File: src/rtl/jacobi2d_pkg.sv
// Shared types and constants for the jacobi2d stage-buffer read side.
package jacobi2d_pkg;

  localparam int LANES   = 4;
  localparam int PIXEL_W = 16;

  typedef logic [PIXEL_W-1:0]  pixel_t;
  typedef pixel_t [LANES-1:0]  word_t;

  typedef enum logic [2:0] {
    IDLE,
    FILL,
    STREAM,
    FLUSH,
    DONE
  } state_t;

endpackage

File: src/rtl/jacobi2d_line_buffer.sv
// One row of 4-pixel words with a single shared read/write address.
// Reads are combinational and return the old word during a same-address write.
module jacobi2d_line_buffer
  import jacobi2d_pkg::*;
#(
  parameter int  DW    = 16,
  parameter int  DEPTH = 16,
  localparam int AW    = (DEPTH > 1) ? $clog2(DEPTH) : 1
) (
  input  logic                clk,
  input  logic                we,
  input  logic [AW-1:0]       addr,
  input  logic [LANES*DW-1:0] wdata,
  output logic [LANES*DW-1:0] rdata
);

  logic [LANES*DW-1:0] mem [DEPTH];

  assign rdata = mem[addr];

  // NOTE: storage arrays take no reset; their contents are always written before being read.
  always_ff @(posedge clk) begin
    if (we) mem[addr] <= wdata;
  end

endmodule

File: src/rtl/jacobi2d_stencil_reader.sv
// Buffers two rows of the raster input stream and emits the 5-point cross
// neighbourhood for four adjacent centre pixels per beat.
module jacobi2d_stencil_reader
  import jacobi2d_pkg::*;
#(
  parameter int DW = 16,
  parameter int W  = 64,
  parameter int H  = 64
) (
  input  logic              clk,
  input  logic              rst,
  input  logic              start,
  output logic              done,
  input  logic              in_valid,
  output logic              in_ready,
  input  logic [4*DW-1:0]   in_data,
  output logic              out_valid,
  input  logic              out_ready,
  output logic [4*DW-1:0]   out_c,
  output logic [4*DW-1:0]   out_n,
  output logic [4*DW-1:0]   out_s,
  output logic [4*DW-1:0]   out_w,
  output logic [4*DW-1:0]   out_e
);

  localparam int WPR = W / LANES;
  localparam int XW  = $clog2(WPR);
  localparam int YW  = $clog2(H);

  typedef logic [LANES-1:0][DW-1:0] lanes_t;

  state_t        state;
  logic [XW-1:0] x;
  logic [YW-1:0] y;
  logic          sel;        // 1: physical buffer B holds the older row
  lanes_t        s_q;        // previous input word, south row of the next window
  lanes_t        c_q;        // centre word x-1 read ahead from LB1
  logic [DW-1:0] left_px_q;  // lane 3 of centre word x-2

  logic accept, out_free, last_x, load_win, left_clamp;
  assign out_free = !out_valid || out_ready;
  assign in_ready = ((state == FILL) || (state == STREAM)) && out_free;
  assign accept   = in_valid && in_ready;
  assign last_x   = (x == XW'(WPR - 1));
  assign load_win = ((state == STREAM) && accept && (x != '0)) ||
                    ((state == FLUSH) && out_free);
  assign left_clamp = (state == STREAM) && (x == XW'(1));

  logic          lb0_we, lb1_we, a_we, b_we;
  logic [XW-1:0] lb0_addr, lb1_addr, a_addr, b_addr;
  lanes_t        lb0_wdata, lb1_wdata, a_wdata, b_wdata;
  lanes_t        lb0_rdata, lb1_rdata, a_rdata, b_rdata;

  // NOTE: every always_comb output gets a default first, so no path can infer a latch.
  always_comb begin
    lb0_we    = 1'b0;
    lb1_we    = 1'b0;
    lb0_addr  = x;
    lb1_addr  = x;
    lb0_wdata = in_data;
    lb1_wdata = in_data;
    case (state)
      FILL: begin
        lb0_we = accept && (y == '0);
        lb1_we = accept && (y != '0);
      end
      // The older row is overwritten with row y one word behind its last read.
      STREAM: begin
        lb0_addr  = x - 1'b1;
        lb0_wdata = s_q;
        lb0_we    = accept && (x != '0);
      end
      FLUSH: begin
        lb0_addr  = XW'(WPR - 1);
        lb0_wdata = s_q;
        lb0_we    = out_free;
      end
      default: ;
    endcase
  end

  // Logical LB0/LB1 onto the two physical buffers; rotation just flips sel.
  assign a_we      = sel ? lb1_we    : lb0_we;
  assign a_addr    = sel ? lb1_addr  : lb0_addr;
  assign a_wdata   = sel ? lb1_wdata : lb0_wdata;
  assign b_we      = sel ? lb0_we    : lb1_we;
  assign b_addr    = sel ? lb0_addr  : lb1_addr;
  assign b_wdata   = sel ? lb0_wdata : lb1_wdata;
  assign lb0_rdata = sel ? b_rdata   : a_rdata;
  assign lb1_rdata = sel ? a_rdata   : b_rdata;

  jacobi2d_line_buffer #(.DW(DW), .DEPTH(WPR)) u_lb_a (
    .clk   (clk),
    .we    (a_we),
    .addr  (a_addr),
    .wdata (a_wdata),
    .rdata (a_rdata)
  );

  jacobi2d_line_buffer #(.DW(DW), .DEPTH(WPR)) u_lb_b (
    .clk   (clk),
    .we    (b_we),
    .addr  (b_addr),
    .wdata (b_wdata),
    .rdata (b_rdata)
  );

  lanes_t win_w, win_e;

  always_comb begin
    win_w = '0;
    win_e = '0;
    win_w[0] = left_clamp ? c_q[0] : left_px_q;
    for (int i = 1; i < LANES; i++) win_w[i] = c_q[i-1];
    for (int i = 0; i < LANES - 1; i++) win_e[i] = c_q[i+1];
    win_e[LANES-1] = (state == FLUSH) ? c_q[LANES-1] : lb1_rdata[0];
  end

  // NOTE: non-blocking assignments for all registered state, so every read sees pre-edge values.
  always_ff @(posedge clk) begin
    if (rst) begin
      state     <= IDLE;
      x         <= '0;
      y         <= '0;
      sel       <= 1'b0;
      done      <= 1'b0;
      s_q       <= '0;
      c_q       <= '0;
      left_px_q <= '0;
      out_valid <= 1'b0;
      out_c     <= '0;
      out_n     <= '0;
      out_s     <= '0;
      out_w     <= '0;
      out_e     <= '0;
    end else begin
      if (load_win) begin
        out_valid <= 1'b1;
        out_c     <= c_q;
        out_n     <= lb0_rdata;
        out_s     <= s_q;
        out_w     <= win_w;
        out_e     <= win_e;
      end else if (out_ready) begin
        out_valid <= 1'b0;
      end

      case (state)
        IDLE, DONE: begin
          if (start) begin
            state <= FILL;
            x     <= '0;
            y     <= '0;
            sel   <= 1'b0;
            done  <= 1'b0;
          end else if ((state == DONE) && out_free) begin
            done <= 1'b1;
          end
        end
        FILL: begin
          if (accept) begin
            if (last_x) begin
              x <= '0;
              if (y == YW'(1)) begin
                y     <= YW'(2);
                state <= STREAM;
              end else begin
                y <= y + 1'b1;
              end
            end else begin
              x <= x + 1'b1;
            end
          end
        end
        STREAM: begin
          if (accept) begin
            s_q       <= in_data;
            c_q       <= lb1_rdata;
            left_px_q <= c_q[LANES-1];
            if (last_x) state <= FLUSH;
            else        x     <= x + 1'b1;
          end
        end
        FLUSH: begin
          if (out_free) begin
            sel <= ~sel;
            x   <= '0;
            if (y == YW'(H - 1)) begin
              state <= DONE;
            end else begin
              y     <= y + 1'b1;
              state <= STREAM;
            end
          end
        end
        default: state <= IDLE;
      endcase
    end
  end

endmodule

File: config.mk
export PLATFORM = sky130hd
export DESIGN_NAME = jacobi2d_stencil_reader
export DESIGN_NICKNAME = d
export VERILOG_FILES = /design/src/rtl/jacobi2d_pkg.sv /design/src/rtl/jacobi2d_line_buffer.sv /design/src/rtl/jacobi2d_stencil_reader.sv
export SDC_FILE = /design/constraint.sdc
export NUM_CORES = 2
export LEC_CHECK = 0
export CAP_MARGIN = 15
export CORE_AREA = 2 2 473 381
export CTS_CLUSTER_SIZE = 12
export DETAILED_ROUTE_END_ITERATION = 10
export DIE_AREA = 0 0 475 383
export PLACE_DENSITY = 0.78
export SLEW_MARGIN = 15
export SYNTH_ARGS = -nofsm -noshare
export SYNTH_HDL_FRONTEND = slang
export SYNTH_SLANG_ARGS = --single-unit
export TNS_END_PERCENT = 10
File: constraint.sdc
create_clock -name clk -period 15.3 [get_ports clk]
set_input_delay 3.06 -clock clk [delete_from_list [all_inputs] [get_ports clk]]
set_output_delay 3.06 -clock clk [all_outputs]
set_load 0.02 [all_outputs]
# After elaboration in Yosys (flattened, before gate mapping)

Memories as Yosys holds them, arrays and structs flattened.
Cells that the tools add are included.

Add/subtract/negate cells: 3
Equal/unequal tests: 17
Multiplexer cells: 48
Bitwise operators: 1
Reduce and logical (&&, ||, !) cells: 31

Operators with widths:

| kind                                                            | count |
|---|---|
| 64-bit 2-to-1 mux                                               | 5 |
| 6-bit 2-to-1 mux                                                | 6 |
| 16-bit 2-to-1 mux                                               | 2 |
| 4-bit 2-to-1 mux                                                | 8 |
| 3-bit 2-to-1 mux                                                | 8 |
| 6-bit one-hot mux with 3 select lines                           | 1 |
| 2-bit != test, second input constant                            | 8 |
| 4-bit one-hot mux with 4 select lines                           | 1 |
| 1-bit 2-to-1 mux                                                | 13 |
| 3-bit one-hot mux with 4 select lines                           | 1 |
| 6-bit AND reduction                                             | 2 |
| 1-bit logical AND                                               | 10 |
| 4-bit one-hot mux with 2 select lines                           | 1 |
| 4-bit nonzero test                                              | 2 |
| 7-bit AND reduction                                             | 1 |
| 6-bit by 1-bit adder with 6-bit output, second input constant   | 1 |
| 3-bit by 2-bit == test with 1-bit output, second input constant | 2 |
| 6-bit by 1-bit == test with 1-bit output, second input constant | 1 |
| 6-bit == test, second input constant                            | 1 |
| 6-bit zero test                                                 | 1 |
| 2-bit nonzero test                                              | 3 |
| 6-bit nonzero test                                              | 1 |
| 4-bit by 1-bit adder with 4-bit output, second input constant   | 1 |
| 4-bit by 1-bit == test with 1-bit output, second input constant | 1 |
| other kinds (15)                                                | 19 |

Register bits after elaboration: 480
Bits in writable memories: 2048
Input port bits: 69
Output and inout port bits: 323
Word-level logic and storage cells: 122
Memories kept: 2

Memory list:

| memory     | words | bits a word | read ports | clocked after Yosys merged registers in | write ports | line                       | text |
|---|---|---|---|---|---|---|---|
| u_lb_a.mem | 16    | 64          | 1          | 0                                       | 1           | jacobi2d_line_buffer.sv:17 | `logic [LANES*DW-1:0] mem [DEPTH];` |
| u_lb_b.mem | 16    | 64          | 1          | 0                                       | 1           | jacobi2d_line_buffer.sv:17 |  |

# Depth between registers and ports, before layout

Depth in word-level cells: 9
Gate-level depth with buffers: 15
Gate-level depth less buffers: 9

# Hierarchy

Synthesis repeated with hierarchy kept, for this count alone.

Cells, all modules: 5341
Area, all modules: 93953.9 sq um

By module, submodules not included:

| module                  | times used | cells an instance | area an instance (sq um) | seq. area each (sq um) |
|---|---|---|---|---|
| jacobi2d_line_buffer    | 2          | 1584              | 38236.7                  | 30749.5 |
| jacobi2d_stencil_reader | 1          | 2173              | 17480.5                  | 7687.4 |

# Worst setup path after synthesis

No wires, ideal clock.

Path type: input port to flip-flop
Start: input in_valid
End: memory u_lb_b.mem[13][0] (netlist bit), enable pin
Setup time: 0.564 ns
Arrival time: 8.641 ns
Data required time: 14.736 ns
Path slack: 6.095 ns
Stages on the path: 8
Buffers on the path: 1
Path through: inv_1 -> nor3_2 -> a22o_1 -> clkbuf_1 -> a41oi_1 -> mux2i_1 -> nand3_1 -> nor3_1

Word-level cells in the longest chain between the ends: 6
Elaborated cells between the ends (all ways): 9
Those cells by class: mux: 5; reduce/logical: 4

RTL lines:

| element                                                                   | line                                                                                        | text |
|---|---|---|
| from (decl)                                                               | jacobi2d_stencil_reader.sv:14                                                               | `input logic in_valid,` |
| 1-bit logical AND *                                                       | jacobi2d_stencil_reader.sv:43                                                               | `assign accept = in_valid && in_ready;` |
| 1-bit logical AND, on equally long branches                               | jacobi2d_stencil_reader.sv:71, jacobi2d_stencil_reader.sv:64, jacobi2d_stencil_reader.sv:65 |  |
| 1-bit one-hot mux with 3 select lines or 1-bit 2-to-1 mux (tied branches) | jacobi2d_stencil_reader.sv:62                                                               | `case (state)` |
| 1-bit 2-to-1 mux *                                                        | jacobi2d_stencil_reader.sv:86                                                               | `assign b_we = sel ? lb0_we : lb1_we;` |
| 1-bit 2-to-1 mux *                                                        | jacobi2d_line_buffer.sv:23                                                                  | `if (we) mem[addr] <= wdata;` |
| 1-bit 2-to-1 mux (not written as such) *                                  | jacobi2d_line_buffer.sv:23                                                                  |  |
| to (decl)                                                                 | jacobi2d_line_buffer.sv:17                                                                  |  |

Every way passes the cells marked *; elsewhere a longest branch is shown, timed or not.

# Worst setup path in the final report

Start: input out_ready
End: output in_ready

Word-level cells in the longest chain between the ends: 2

RTL lines:

| element           | line                          | text |
|---|---|---|
| from (decl)       | jacobi2d_stencil_reader.sv:18 | `input logic out_ready,` |
| 1-bit logical OR  | jacobi2d_stencil_reader.sv:41 | `assign out_free = !out_valid \|\| out_ready;` |
| 1-bit logical AND | jacobi2d_stencil_reader.sv:42 | `assign in_ready = ((state == FILL) \|\| (state == STREAM)) && out_free;` |
| to (decl)         | jacobi2d_stencil_reader.sv:15 | `output logic in_ready,` |

No other way between the ends.

==> metrics.txt <==
run status finished, final reports clean; number of filler instances in the final layout 12.5k; Final Max Tran Viols 0; most area-hungry cell type in the Yosys netlist sky130_fd_sc_hd__edfxtp_1; Slew HR between 10% and 20%; Static Leak approximately 36 nW; #FFs+latches synth 2432; Max-cap violations 0; synth top area cells sky130_fd_sc_hd__edfxtp_1 (63%), sky130_fd_sc_hd__dfxtp_1 (7.9%), sky130_fd_sc_hd__nand2_1 (6.3%); most common cell after layout, fill and taps aside sky130_fd_sc_hd__edfxtp_1; count of different cell masters after synthesis 65; most common flop cell mapped by yosys sky130_fd_sc_hd__edfxtp_1; most used cells in the layout excluding fill and tap cells sky130_fd_sc_hd__edfxtp_1 (2048), sky130_fd_sc_hd__nand2_1 (1639), sky130_fd_sc_hd__nand3_1 (532); fraction of final layout cells sized beyond drive strength 1 10.3%; total placed cells including tap cells 9323; CTS H-tree lvls 4; die height 383 um; mean post-synth cell area ~14 um2; Post-synth ARST share 0%; initial drt markers 9197; CP max-delay cell sky130_fd_sc_hd__nor2b_1; effective utilization at floorplan 54.6%; Post-CTS Hold Buffers 0; fin nets 7232; number of synthesis warnings 0; kind of end point of the critical path output port; latest clock arrival within the worst-skew pair 0.88 ns; Core Box Area about 180000 um2; total track usage between 20% and 30%; gate count after technology mapping between 7k and 8k; standard-cell row count 139; switching power as a share of total power between 30% and 40%; Worst VDD drop slightly below 200 uV; critical path startpoint category input pin; Final min period 8.11 ns; slew at the pin closest to its max-slew limit 1.30 ns; vias in the first global route 60.6k; Combinational Power Share 26.7%; total cell area at the placement stage 102000 um2; hold violation total from the final report 0; unrepaired setup endpoints after global routing false; post-synthesis instance area 97100 um2; number of vias after detailed routing 62.6k; grt ovf 0; relative contribution of sequential cells to total power 43.3%; number of flops mapped to enable cells by yosys 2048; final clock skew 0.0845 ns; root cell of the clock tree sky130_fd_sc_hd__clkbuf_16; Clock Sinks 2432; setup-violating endpoint count in the final report 0; Longest Clk Path Bufs 3; filler-free cell count of the finished design 9739; Data arrival, critical path roughly 5.1 ns; clock edge transition at the registers on the reported setup and hold paths 0.06 ns; share of Yosys cell area claimed by the top area cell type 63.3%; # DRC 0; final wirelength 276000 um; DIE AREA approximately 180000 um2; largest net degree at the start of global routing 207; number of post-CTS setup repair buffers 0; Power per Cell Area 163 nW/um2; portion of the post-synthesis area used by sequential elements 71.3%; required time at the worst-slack endpoint 12.24 ns; class of the worst hold path reg2reg; average routed wire per standard cell 28.3 um; cell area after layout roughly 110000 um2; area grow syn2layout 12.4%; switching component of the power 5.88 mW; Mapped Nets 7109; remaining number of nets flagged by the antenna check after routing 0; CP most frequent cell sky130_fd_sc_hd__clkdlybuf4s50_1; internal power 11.9 mW; cell breakdown of the critical path clkdlybuf4s50_1 -> nor2b_1 -> nor2_1 -> clkdlybuf4s50_1; number of clock buffers inserted by TritonCTS 229; Post-CTS Resized 0; wire length of the first global-routing pass 401000 um; delay-heaviest family, CP buffers and inverters; number of antenna violations at the first check in global routing 4; post-route clock period utilization 53.0%; count of buffers inserted at the top-level ports 391; Setup CP Type in2out; peak fanout along the critical path 6; I/O pins 392; CP peak stage delay 0.61 ns; Final TNS setup 0 ns; GPL Wtd Cong 0.928; DR pass1 iterations 7; Max Clock Freq 123 MHz; x dimension of the die 475 um; post-layout total power about 18 mW; total buffers and inverters traversed by the critical path 2; half-perimeter wire length after detailed placement 159000 um; part of the power in the clock network between 30% and 40%; minimum hold slack 0.448 ns; DR vias/cell 6.42; TritonCTS clock tree yes
==> worst min-delay path: cells and delay by family (launching register included) <==
kind            cells  cell delay [ns]
flops               1             0.30
simple gates        1             0.05
compound gates      1             0.05
==> per-layer routing <==
metal | vias up | GRT usage [%] | part of all wire [%]
li1 | 26400 | - | -
met1 | 30900 | 39.1 | 35
met2 | 4519 | 45.9 | 46
met3 | 796 | 6.93 | 12
met4 | 0 | 18.6 | 6.9
met5 | - | 0 | 0
==> worst paths after layout <==
path,start,cells past startpoint,to,slack [ns]
min reg2reg,out_s[12],2,out_s[12],0.45
max,out_ready,4,in_ready,7.19
min,out_s[12],2,out_s[12],0.45
max reg2reg,state[1],12,out_n[31],8.77
==> area by class of cell <==
cell class	instances	area, um2	share of cell area [%]
antenna	3	7.51	0.00688
clock buffer	388	6560	6.01
clock inverter	25	250	0.229
inverter	71	267	0.244
multi-input combinational	3941	25200	23.1
sequential	2432	69200	63.4
tap	2397	3000	2.75
timing repair buffer	482	4690	4.30
==> cell usage after synthesis, types with 3 or more instances <==
cell,n
sky130_fd_sc_hd__a31oi_1,67
sky130_fd_sc_hd__nor3_1,49
sky130_fd_sc_hd__a211oi_1,18
sky130_fd_sc_hd__ha_1,6
sky130_fd_sc_hd__inv_1,71
sky130_fd_sc_hd__a311oi_1,16
sky130_fd_sc_hd__edfxtp_1,2048
sky130_fd_sc_hd__and3_1,77
sky130_fd_sc_hd__or3_1,3
sky130_fd_sc_hd__nor2_1,105
sky130_fd_sc_hd__buf_2,138
sky130_fd_sc_hd__o21ai_1,8
sky130_fd_sc_hd__o211ai_1,175
sky130_fd_sc_hd__o21ai_0,14
sky130_fd_sc_hd__o31ai_1,32
sky130_fd_sc_hd__nand2b_1,7
sky130_fd_sc_hd__and2_1,11
sky130_fd_sc_hd__mux4_2,192
sky130_fd_sc_hd__o2111ai_1,64
sky130_fd_sc_hd__clkbuf_1,298
sky130_fd_sc_hd__buf_4,122
sky130_fd_sc_hd__o21bai_1,48
sky130_fd_sc_hd__nand4_1,68
sky130_fd_sc_hd__dfxtp_1,384
sky130_fd_sc_hd__nand3_1,533
sky130_fd_sc_hd__nand3b_1,80
sky130_fd_sc_hd__a21oi_1,268
sky130_fd_sc_hd__mux2_2,131
sky130_fd_sc_hd__xor2_1,5
sky130_fd_sc_hd__xnor2_1,3
sky130_fd_sc_hd__a221o_1,48
sky130_fd_sc_hd__nand2_1,1639
sky130_fd_sc_hd__a32oi_1,17
sky130_fd_sc_hd__nor4_1,3
sky130_fd_sc_hd__a22oi_1,19
sky130_fd_sc_hd__a32o_1,16
sky130_fd_sc_hd__buf_1,30
sky130_fd_sc_hd__mux2i_1,184
==> state kept, by name, indices dropped and copies added, names as in the netlist <==
register / cells
c_q: 64
done: 1
lb1_addr: 4
left_px_q: 16
out_c: 63
out_e: 17
out_n: 64
out_s: 64
out_valid: 1
out_w: 16
s_q: 64
sel: 1
state: 3
u_lb_a.mem: 1024
u_lb_b.mem: 1024
y: 6
==> metrics by stage <==
step / worst slack [ns] / util (%)
global route: 7.16 / 61.3
finish: 7.19 / 61.3
CTS: 7.23 / 61.3
detailed placement: 7.28 / 57.5
floorplan: 6.09 / -
global placement: 7.31 / 57.5
==> power groups by stage <==
stage	sequential, mW	clock [mW]	combinational, mW
final	7.68	5.33	4.73
after global routing	7.69	5.58	5.00
after CTS	7.67	5.32	4.67
after detailed placement	7.81	0	4.62
after global placement	7.80	0	4.50
after floorplan	7.76	0	3.06
==> logic make-up (layout without fill, tap and decap cells) <==
| kind of cell | after synthesis | after routing | synth area share, % |
|---|---|---|---|
| flops | 2432 | 2432 | 71.3 |
| simple gates | 2593 | 2593 | 11.6 |
| fa+ha+maj | 6 | 6 | 0.0773 |
| compound gates | 827 | 827 | 5.89 |
| other cells | 0 | 3 | 0 |
| buf+inv | 661 | 966 | 3.22 |
| mux | 507 | 507 | 7.87 |
| xor+xnor | 8 | 8 | 0.0722 |
Note: power is estimated with default switching activity, not from simulation.
